$ cat src/rtl/demux_seq_pkg.sv
// Shared types and constants for the demux drive sequencer.
// Request layout, FSM state encoding and scan-pointer stepping.
package demux_seq_pkg;

   localparam int unsigned NUM_CH = 8;
   localparam int unsigned SEL_W  = 3;
   localparam int unsigned REQ_W  = 1 + SEL_W;

   typedef enum logic [1:0] {
      StIdle  = 2'd0,
      StDrive = 2'd1,
      StGap   = 2'd2
   } state_e;

   typedef struct packed {
      logic             data;
      logic [SEL_W-1:0] sel;
   } req_t;

   // Scan pointer walks 0..NUM_CH-1 and wraps.
   function automatic logic [SEL_W-1:0] next_scan(input logic [SEL_W-1:0] ptr);
      if (ptr == SEL_W'(NUM_CH - 1)) begin
         return '0;
      end
      return ptr + SEL_W'(1);
   endfunction

endpackage

$ cat src/rtl/sync_fifo.sv
// Synchronous FIFO with synchronous active-high reset.
// Push is ignored when full, pop is ignored when empty.
module sync_fifo #(
   parameter int unsigned Width = 4,
   parameter int unsigned Depth = 4
) (
   input  logic                     clk_i,
   input  logic                     rst_i,
   input  logic                     push_i,
   input  logic [Width-1:0]         data_i,
   input  logic                     pop_i,
   output logic [Width-1:0]         data_o,
   output logic                     full_o,
   output logic                     empty_o,
   output logic [$clog2(Depth):0]   count_o
);

   localparam int unsigned PtrW   = $clog2(Depth);
   localparam int unsigned CountW = PtrW + 1;

   logic [Width-1:0]  mem_q [Depth];
   logic [PtrW-1:0]   wptr_q, wptr_d;
   logic [PtrW-1:0]   rptr_q, rptr_d;
   logic [CountW-1:0] count_q, count_d;
   logic              push_ok, pop_ok;

   assign full_o  = (count_q == CountW'(Depth));
   assign empty_o = (count_q == '0);
   assign count_o = count_q;
   assign data_o  = mem_q[rptr_q];

   assign push_ok = push_i && !full_o;
   assign pop_ok  = pop_i && !empty_o;

   always_comb begin
      wptr_d  = wptr_q;
      rptr_d  = rptr_q;
      count_d = count_q;
      if (push_ok) begin
         wptr_d = wptr_q + PtrW'(1);
      end
      if (pop_ok) begin
         rptr_d = rptr_q + PtrW'(1);
      end
      count_d = count_q + CountW'(push_ok) - CountW'(pop_ok);
   end

   always_ff @(posedge clk_i) begin
      if (rst_i) begin
         wptr_q  <= '0;
         rptr_q  <= '0;
         count_q <= '0;
      end else begin
         wptr_q  <= wptr_d;
         rptr_q  <= rptr_d;
         count_q <= count_d;
      end
   end

   // Storage needs no reset; only entries below count_q are ever read.
   always_ff @(posedge clk_i) begin
      if (push_ok) begin
         mem_q[wptr_q] <= data_i;
      end
   end

endmodule

$ cat src/rtl/demux_drive_seq.sv
// Upstream driver for demux_8x1: queues (data, channel) requests and drives a/sel with a
// fixed dwell and guard gap, auto-sweeping all channels when idle and scan_en is set.
module demux_drive_seq
   import demux_seq_pkg::*;
#(
   parameter int unsigned DWELL      = 4,
   parameter int unsigned GAP        = 1,
   parameter int unsigned FIFO_DEPTH = 4
) (
   input  logic             clk,
   input  logic             rst,
   input  logic             in_valid,
   output logic             in_ready,
   input  logic             in_data,
   input  logic [SEL_W-1:0] in_sel,
   input  logic             scan_en,
   output logic             a,
   output logic [SEL_W-1:0] sel,
   output logic             drv_active,
   output logic             done,
   output logic             busy
);

   localparam int unsigned CntMax  = (DWELL > GAP) ? DWELL : GAP;
   localparam int unsigned CntW    = $clog2(CntMax) + 1;
   localparam int unsigned CountW  = $clog2(FIFO_DEPTH) + 1;
   localparam logic [CntW-1:0] DwellLoad = CntW'(DWELL - 1);
   localparam logic [CntW-1:0] GapLoad   = (GAP > 0) ? CntW'(GAP - 1) : CntW'(0);

   state_e           state_q, state_d;
   logic [CntW-1:0]  cnt_q, cnt_d;
   logic             a_q, a_d;
   logic [SEL_W-1:0] sel_q, sel_d;
   logic [SEL_W-1:0] scan_ptr_q, scan_ptr_d;

   req_t             in_req, head_req;
   logic [REQ_W-1:0] head_raw;
   logic             fifo_push, fifo_pop, fifo_full, fifo_empty;
   logic [CountW-1:0] fifo_count;

   assign in_req    = '{data: in_data, sel: in_sel};
   assign head_req  = req_t'(head_raw);
   // Ready comes from the registered fill level only, so a same-cycle pop never frees a slot.
   assign in_ready  = !fifo_full && !rst;
   assign fifo_push = in_valid && in_ready;

   sync_fifo #(
      .Width (REQ_W),
      .Depth (FIFO_DEPTH)
   ) u_fifo (
      .clk_i   (clk),
      .rst_i   (rst),
      .push_i  (fifo_push),
      .data_i  (in_req),
      .pop_i   (fifo_pop),
      .data_o  (head_raw),
      .full_o  (fifo_full),
      .empty_o (fifo_empty),
      .count_o (fifo_count)
   );

   always_comb begin
      state_d    = state_q;
      cnt_d      = cnt_q;
      a_d        = a_q;
      sel_d      = sel_q;
      scan_ptr_d = scan_ptr_q;
      fifo_pop   = 1'b0;
      unique case (state_q)
         StIdle: begin
            a_d = 1'b0;
            if (!fifo_empty) begin
               fifo_pop = 1'b1;
               a_d      = head_req.data;
               sel_d    = head_req.sel;
               cnt_d    = DwellLoad;
               state_d  = StDrive;
            end else if (scan_en) begin
               a_d        = 1'b1;
               sel_d      = scan_ptr_q;
               scan_ptr_d = next_scan(scan_ptr_q);
               cnt_d      = DwellLoad;
               state_d    = StDrive;
            end
         end
         StDrive: begin
            if (cnt_q == '0) begin
               a_d = 1'b0;
               if (GAP > 0) begin
                  cnt_d   = GapLoad;
                  state_d = StGap;
               end else begin
                  state_d = StIdle;
               end
            end else begin
               cnt_d = cnt_q - CntW'(1);
            end
         end
         StGap: begin
            if (cnt_q == '0) begin
               state_d = StIdle;
            end else begin
               cnt_d = cnt_q - CntW'(1);
            end
         end
         default: begin
            a_d     = 1'b0;
            state_d = StIdle;
         end
      endcase
   end

   always_ff @(posedge clk) begin
      if (rst) begin
         state_q    <= StIdle;
         cnt_q      <= '0;
         a_q        <= 1'b0;
         sel_q      <= '0;
         scan_ptr_q <= '0;
      end else begin
         state_q    <= state_d;
         cnt_q      <= cnt_d;
         a_q        <= a_d;
         sel_q      <= sel_d;
         scan_ptr_q <= scan_ptr_d;
      end
   end

   assign a          = a_q;
   assign sel        = sel_q;
   assign drv_active = (state_q == StDrive);
   // Suppressed under reset: an aborted drive never reports completion.
   assign done       = drv_active && (cnt_q == '0) && !rst;
   assign busy       = (state_q != StIdle) || (fifo_count != '0);

endmodule

$ cat config.mk
export PLATFORM = sky130hd
export DESIGN_NAME = demux_drive_seq
export DESIGN_NICKNAME = d
export VERILOG_FILES = /design/src/rtl/demux_seq_pkg.sv /design/src/rtl/sync_fifo.sv /design/src/rtl/demux_drive_seq.sv
export SDC_FILE = /design/constraint.sdc
export NUM_CORES = 1
export LEC_CHECK = 0
export BUFFER_PORTS_ARGS = -buffer_cell sky130_fd_sc_hd__buf_2
export CAP_MARGIN = 40
export CELL_PAD_IN_SITES_DETAIL_PLACEMENT = 0
export CELL_PAD_IN_SITES_GLOBAL_PLACEMENT = 1
export CORE_MARGIN = 2
export CORE_UTILIZATION = 46
export CTS_BUF_LIST = sky130_fd_sc_hd__clkbuf_16
export DETAILED_ROUTE_END_ITERATION = 12
export PLACE_DENSITY_LB_ADDON = 0.08
export SYNTH_ARGS = -nofsm -noshare
export SYNTH_HDL_FRONTEND = slang
export SYNTH_SLANG_ARGS = --single-unit
$ cat constraint.sdc
create_clock -name clk -period 2.7 [get_ports clk]
set_input_delay 0.54 -clock clk [delete_from_list [all_inputs] [get_ports clk]]
set_output_delay 0.54 -clock clk [all_outputs]
set_load 0.02 [all_outputs]
==> run metrics, run 1 <==
Comb power frac 33.7%; Max VDD drop 0.439 mV; Net Switching 753 uW; Post-CTS Setup Inserts 0; hold crit path type input port to register; # diodes 0; Max Root-Sink Buffers 2; Die Y 64.6 um; largest family of logic cells by synthesized area simple AND/OR/NAND/NOR gates; post_cts resized 0; Mapped Area 1690 um2; DRT met1 WL 1.25 mm; TritonCTS sink count 37; Routed Antenna Nets 0; FF/Latch Area 901 um2; CP bufs+invs 3; Multi-input gate area 731 um2; CP peak stage delay 0.36 ns; GRT Util Overall 16.0%; final worst path period need 2.28 ns; final max-slew violation count 0; CTS Buf Count 5; io pins 16; multiplexer share of the synthesized area 5.33%; Seq pwr share 34.4%; gpl congestion 0.762; CTS root buf clkbuf_16; post-DP HPWL 2.13 mm; die area 4180 um2; Startpoint Class register; Post-Route Setup TNS 0 ns; Initial Util 46.9%; most common cell after layout, fill and taps aside dfxtp_1; final setup violating endpoints 0; clk_lat worst skew 0.28 ns; Max Fclk 439 MHz; hold_buf cts 0; CP endpoint kind register; WP data required 2.86 ns; Seq/Total Area, Yosys 53.3%; Clk pwr share 31.8%; RSZ-0062 raised after global routing no; #FFs+latches synth 37; leakage power 0.000829 uW; status finished clean; Slew HR 69.7%; Top Metal Used met4; Nets 184; switching share of total power 32.2%; final hold slack 0.476 ns; DIE WIDTH 64.6 um; Yosys warnings 0; DR WL/cell 13.6 um; Adder-Cell Fraction of Synth Area 11.5%; Vias/cell 5.16; share of cells above drive strength 1 22.2%; worst-path cell chain inv_1 -> ha_1 -> o31a_2 -> ha_1 -> inv_1 -> ha_1 -> inv_1 -> fa_1 -> xor2_1 -> xnor2_1 -> nor2_1; asr flop ratio synth 0%; Reg clk slew, reported paths 0.05 ns; CTS tree done; number of synthesized flops with an enable pin 16; internal power 1580 uW; DRC Markers 0; gr ovfl total 0; port buffer count 15; Filler cells 315; delay-heaviest family, CP adder cells; crit path kind register to register; Post-Synth Simple-Gate Area 12.6%; mean post-synth cell area 12.1 um2; fin crit share 84.4%; initial antenna violation count 0; CP arrival 2.44 ns; vias in the first global route 1059; syn_nets 163; core area 3610 um2; DR iter-0 viols 83; post-synth cell types 34; H-Tree Level Count 2; Row Count 22; Synth Area in XOR/XNOR 2.59%; area grow syn2layout 19.7%; Met3 Routed Length 132 um; Main synth FF type dfxtp_1; total of max-cap violations 0; DR vias 1084; worst-path maximum fanout 7; first-pass GRT wire length 4.93 mm; commonest non-fill, non-tap cells in the layout dfxtp_1 (21), edfxtp_1 (16), buf_2 (15); clock skew 0.00402 ns; largest net degree at the start of global routing 23; Hold Violations, Final 0; Compound-Gate Fraction of Synth Area 11.1%; drt pass-1 iters 4; final wirelength 2.85 mm; cell area power density 1150 nW/um2; Worst path slowest cell fa_1; met2 WL 1.45 mm; worst slew pin tran 0.455 ns; Post-Syn Instances 140
-- power groups by stage --
stage	Clock (uW)	Combinational [uW]	Sequential (uW)
final	744	788	805
after global routing	795	897	823
after CTS	761	801	807
after detailed placement	0	797	818
after global placement	0	785	812
after floorplan	0	603	822
-- cells in the mapped netlist (2+ instances only) --
| library cell | n | share of area, % |
|---|---|---|
| nand3b_1 | 2 | 0.89 |
| o21ai_0 | 2 | 0.59 |
| a222oi_1 | 3 | 1.8 |
| a21oi_1 | 7 | 2.1 |
| nor2b_1 | 2 | 0.74 |
| xnor2_1 | 3 | 1.6 |
| dfxtp_1 | 21 | 25 |
| mux4_2 | 4 | 5.3 |
| nand2_1 | 9 | 2.0 |
| a211oi_1 | 2 | 0.89 |
| and2_1 | 4 | 1.5 |
| inv_1 | 13 | 2.9 |
| edfxtp_1 | 16 | 28 |
| xor2_1 | 2 | 1.0 |
| ha_1 | 14 | 10 |
| clkbuf_1 | 3 | 0.67 |
| nor3_1 | 2 | 0.59 |
| nor2_1 | 14 | 3.1 |
| o211a_1 | 2 | 1.2 |
-- final cells by class --
cell class,instances,area share (%)
Clock inverter,3,3.40
Sequential cell,37,44.5
Clock buffer,5,6.18
Multi-Input combinational cell,87,36.1
Timing Repair Buffer,17,4.45
Tap cell,48,2.97
Inverter,13,2.41
-- metal layers --
layer  GRT usage [%]  vias up
met2            24.7       22
met5               0        -
met4            6.91        0
li1                -      544
met1            20.5      516
met3            5.38        2
-- flip-flops by register name, summed over array words and instances (netlist names), named ones only --
signal	cells
u_fifo.rptr_q	2
state_q	2
u_fifo.wptr_q	2
u_fifo.mem_q	16
u_fifo.count_o	3
scan_ptr_q	3
cnt_q	3
sel	3
a	1
-- logic make-up after synthesis --
kind of cell	count (synthesis)
AND/OR/NAND/NOR	40
multiplexers	4
buffers and inverters	16
AO/OA/AOI/OAI	23
flip-flops	37
XOR/XNOR	5
adder cells (fa/ha/maj)	15
-- worst paths after layout --
check | slack (ns) | cells past startpoint | to | from
setup reg to reg | 0.42 | 11 | u_fifo.count_o[2] | state_q[1]
hold / removal | 0.48 | 1 | u_fifo.mem_q[1][2] | in_sel[2]
setup / recovery | 0.42 | 11 | u_fifo.count_o[2] | state_q[1]
hold reg to reg | 0.49 | 2 | scan_ptr_q[2] | scan_ptr_q[2]
-- metrics by stage --
stage          utilization [%]  instances  total power [uW]  setup WS (ns)  instance area, um2
3_5_place_dp              50.8        202              1620          0.427                1830
4_1_cts                   56.1        210              2370          0.416                2020
5_1_grt                   56.1        210              2510          0.239                2020
3_3_place_gp              50.8        202              1600          0.522                1830
2_1_floorplan                -        140              1420          0.434                1690
6_report                  56.1        210              2340          0.421                2020
(Power assumes the default switching activity.)
==> run 2: changes to the inputs <==
CORE_UTILIZATION = 42   (was 46)
clock period = 2 ns   (was 2.7 ns; I/O delays follow)
==> run 2 against run 1 <==
  * Worst hold slack worse by 0.14 ns
  * Sequential cell count stayed put
  * Clock skew hardly changed
  * Highest routed layer unchanged
  * Global-route usage is 1.1 points lower
  * Sequential power is 34% higher
  * Final cell count is 3.8% higher
  * Die area is 8.9% higher
  * Worst setup slack worse by 0.33 ns
  * Via count is 2.3% higher
  * Register-to-register slack worse by 0.33 ns
  * Clock power is 18% higher
  * Largest power group is now combinational cells
  * Utilization is 2.6 points lower
==> run metrics, run 2 (synthesis gave the netlist of run 1 again) <==
status finished clean; DR iter-0 viols 45; worst slew pin tran 0.466 ns; RSZ-0062 raised after global routing no; number of flip-flops in the largest register 16; gpl congestion 0.719; post-DP HPWL 2.16 mm; hold crit path type input port to register; Nets 190; core area 3940 um2; DRC Markers 0; largest net degree at the start of global routing 23; Worst path slowest cell nor4b_4; WP depth 5; # diodes 0; CP peak stage delay 0.38 ns; CTS Buf Count 5; Slew HR 68.9%; Max Fclk 523 MHz; GRT Util Overall 14.9%; die area 4550 um2; total of max-cap violations 0; vias in the first global route 1037; Vias/cell 5.09; Hold Violations, Final 0; io pins 16; FF-to-FF End u_fifo.count_o[2]; final setup violating endpoints 0; Design Area, Final 2110 um2; R2R Path Start u_fifo.count_o[0]; first-pass GRT wire length 4.81 mm; CTS root buf clkbuf_16; placed cell areas 1910 um2; HP Start in_sel[2]; Max Root-Sink Buffers 2; clk_lat worst skew 0.27 ns; port buffer count 15; CTS tree done; DR vias 1109; Hold Crit Depth 1; commonest non-fill, non-tap cells in the layout dfxtp_1 (17), edfxtp_1 (16), buf_2 (15); Post-Route Setup TNS 0 ns; H-Tree Level Count 2; DIE WIDTH 67.5 um; most common cell after layout, fill and taps aside dfxtp_1; final max-slew violation count 0; Initial Util 42.9%; Hold Path Sink u_fifo.mem_q[3][2]; final worst path period need 1.91 ns; CP endpoint kind output pin; area grow syn2layout 24.9%; worst-path cell chain inv_4 -> ha_4 -> nor4b_4 -> inv_1 -> buf_2; Startpoint Class register; Reg clk slew, reported paths 0.06 ns; Routed Antenna Nets 0; Max VDD drop 0.595 mV; drt pass-1 iters 4; Die Y 67.5 um; leakage power 0.000850 uW; initial antenna violation count 0; hold_buf cts 0; Register-to-Register Path Depth 9; delay-heaviest family, CP simple AND/OR/NAND/NOR gates; TritonCTS sink count 37; gr ovfl total 0; CP bufs+invs 3; DR WL/cell 13.5 um; Row Count 23; share of cells above drive strength 1 32.1%; final wirelength 2.93 mm; clock skew 0.00436 ns; worst reg-to-reg setup slack 0.09 ns; WP data required 1.60 ns; CP arrival 1.51 ns; fin crit share 95.6%; Largest Register u_fifo.mem_q; worst-path maximum fanout 5; cell area power density 1540 nW/um2; crit path kind register to output pin
==> run 2: metrics by stage <==
step                std cells  setup slack, ns  hold slack [ns]  utilization (%)  total power (uW)
finish                    218           0.0882            0.339             53.6              3260
floorplan                 140          -0.0578            0.448                -              2040
CTS                       216          0.00906            0.332             52.8              3240
global route              218          0.00526            0.335             53.6              3510
detailed placement        208           0.0237            0.477             48.5              2350
global placement          208           0.0645            0.471             48.5              2310
==> run 2: how the worst max path moves through the flow <==
stage / start / end / slack (ns)
detailed placement: state_q[1] / u_fifo.count_o[2] / 0.02
floorplan: u_fifo.count_o[1] / u_fifo.count_o[2] / -0.06
global placement: u_fifo.count_o[1] / u_fifo.count_o[2] / 0.06
global route: state_q[1] / u_fifo.count_o[2] / 0.005
finish: state_q[1] / busy / 0.09
CTS: state_q[1] / u_fifo.count_o[2] / 0.009
==> run 2: final cells by class <==
type	count	area [um2]
Fill cell	336	1830
Sequential cell	37	911
Multi-Input combinational cell	87	778
Timing Repair Buffer	23	135
Clock buffer	5	125
Tap cell	50	62.6
Inverter	13	53.8
Clock inverter	3	46.3
==> run 2: power breakdown <==
| part | total, uW | switching (uW) | internal (uW) |
|---|---|---|---|
| Combinational | 1310 | 679 | 630 |
| Sequential | 1080 | 123 | 952 |
| Clock | 878 | 289 | 589 |
==> run 2: timing repair <==
item / 4_1_cts / 5_1_grt
endpoints found under the setup margin: 0 / 1
endpoints found under the hold margin: 0 / 0
gates resized for setup: 0 / 5
setup buffers: 0 / 2
==> run 2: routing by layer <==
layer / part of all wire, % / wire length, um / global-route usage (%) / vias up
li1: - / - / - / 555
met1: 45 / 1320 / 17.0 / 540
met2: 51 / 1500 / 25.9 / 12
met3: 3.0 / 88 / 4.50 / 2
met4: 0.99 / 29 / 6.12 / 0
met5: 0 / 0 / 0 / -
==> run 3: changes to the inputs <==
==> constraint.sdc (replaced) <==
create_clock -name clk -period 2 [get_ports clk]
set_input_delay 0.1 -clock clk [delete_from_list [all_inputs] [get_ports clk]]
set_output_delay 0.1 -clock clk [all_outputs]
set_load 0.02 [all_outputs]
==> run 3 against run 2 <==
  * Final cell count is 1.4% higher
  * Critical endpoint is now u_fifo.count_o[2]
  * Utilization is 1.1 points higher
  * Combinational power hardly changed
  * Critical path depth is 6 higher
  * Design area is 2.1% higher
  * First-iteration DRC count is 2.2% lower
  * Critical path type is now register to register
  * Via count is 0.27% lower
  * Largest power group unchanged
  * Sequential share of layout area is 0.78 points lower
  * Clock power is 16% higher
  * Non-clock buffer count is 3 higher
  * Register-to-register slack better by 0.03 ns
  * Sequential cell count stayed put
==> run metrics, run 3 (synthesis gave the netlist of run 1 again) <==
status finished clean; commonest non-fill, non-tap cells in the layout dfxtp_1 (17), edfxtp_1 (16), buf_2 (15); final setup violating endpoints 0; area grow syn2layout 27.5%; CP endpoint kind register; worst reg-to-reg setup slack 0.12 ns; cell mode on critical path ha_4; gr ovfl total 0; Row Count 23; Hold Violations, Final 0; CP peak stage delay 0.37 ns; final wirelength 2.88 mm; CTS Buf Count 5; clk_lat worst skew 0.28 ns; R2R Path Start state_q[1]; Max Root-Sink Buffers 2; port buffer count 15; io pins 16; Reg clk slew, reported paths 0.06 ns; GRT Util Overall 14.7%; Hold Path Sink u_fifo.mem_q[2][2]; # diodes 0; DR WL/cell 13.0 um; Nets 193; Die Y 67.5 um; DR iter-0 viols 44; TritonCTS sink count 37; share of cells above drive strength 1 33.3%; CP arrival 2.05 ns; drt pass-1 iters 4; Max Fclk 531 MHz; pre-CTS setup slack 0.0459 ns; Worst path slowest cell dfxtp_4; CTS root buf clkbuf_16; FF-to-FF End u_fifo.count_o[2]; Layout Utilization 54.7%; most common cell after layout, fill and taps aside dfxtp_1; clock skew 0.00342 ns; largest net degree at the start of global routing 23; leakage power 0.000879 uW; Register-to-Register Path Depth 11; DIE WIDTH 67.5 um; worst-path maximum fanout 4; worst-path cell chain inv_4 -> ha_4 -> o31a_4 -> ha_4 -> inv_2 -> ha_4 -> inv_2 -> fa_2 -> xor2_1 -> xnor2_1 -> nor2_1; Initial Util 42.9%; initial antenna violation count 0; DRC Markers 0; final worst path period need 1.88 ns; cell area power density 1580 nW/um2; die area 4550 um2; total of max-cap violations 0; Vias/cell 5.00; Post-Route Setup TNS 0 ns; Largest Register u_fifo.mem_q; Hold Crit Depth 1; Filler cells 332; vias in the first global route 1047; Slew HR 70.5%; HP Start in_sel[2]; Max VDD drop 0.721 mV; fin crit share 94.1%; H-Tree Level Count 2; WP data required 2.16 ns; hold crit path type input port to register; first-pass GRT wire length 4.66 mm; Routed Antenna Nets 0; final max-slew violation count 0; number of flip-flops in the largest register 16; CTS tree done; Startpoint Class register; gpl congestion 0.757; post-DP HPWL 2.10 mm; final worst slack 0.118 ns; worst slew pin tran 0.442 ns; core area 3940 um2; DR vias 1106; crit path kind register to register
## run 3: cell type report
class / instances / area, um2 / area share [%]
Clock buffer: 5 / 125 / 5.80
Clock inverter: 3 / 68.8 / 3.19
Inverter: 13 / 51.3 / 2.38
Multi-Input combinational cell: 87 / 778 / 36.1
Sequential cell: 37 / 913 / 42.3
Tap cell: 50 / 62.6 / 2.90
Timing Repair Buffer: 26 / 158 / 7.31
## run 3: stage by stage
step	hold WS (ns)	instance area [um2]	instances	power [uW]
floorplan	0.161	1750	140	2040
global placement	0.308	1910	208	2310
detailed placement	0.318	1910	208	2330
CTS	0.0269	2100	216	3370
global route	0.0270	2160	221	3650
finish	0.0313	2160	221	3410
## run 3: per-layer routing
metal | up-vias | track usage, % | share of wire (%)
li1 | 563 | - | -
met1 | 520 | 16.9 | 44
met2 | 19 | 23.7 | 49
met3 | 4 | 5.83 | 5.3
met4 | 0 | 7.65 | 1.5
met5 | - | 0 | 0
## run 3: worst max path at each step
| stage | start | end | slack, ns |
|---|---|---|---|
| floorplan | u_fifo.count_o[1] | u_fifo.count_o[2] | -0.06 |
| global placement | u_fifo.count_o[1] | u_fifo.count_o[2] | 0.06 |
| detailed placement | state_q[1] | u_fifo.count_o[2] | 0.05 |
| CTS | state_q[1] | u_fifo.count_o[2] | 0.04 |
| global route | state_q[1] | u_fifo.count_o[2] | -0.002 |
| finish | state_q[1] | u_fifo.count_o[2] | 0.12 |
## run 3: repair_timing
item / in CTS / in global routing
resized for setup: 0 / 5
endpoints found under the setup margin: 0 / 1
hold endpoints to repair: 0 / 0
buffers inserted: 0 / 5
hold buffers: 0 / 0
## run 3: critical path: cells and delay by family (launching register included)
kind,cells,cell delay [ns]
adder cells (fa/ha/maj),4,0.80
flip-flops,1,0.37
XOR/XNOR,2,0.29
buffers and inverters,3,0.13
AO/OA/AOI/OAI,1,0.11
AND/OR/NAND/NOR,1,0.06
## run 3: where the power goes
group	total, uW	internal (uW)	switching (uW)
Sequential	1070	954	112
Combinational	1320	646	674
Clock	1020	718	302
Total	3410	2320	1090
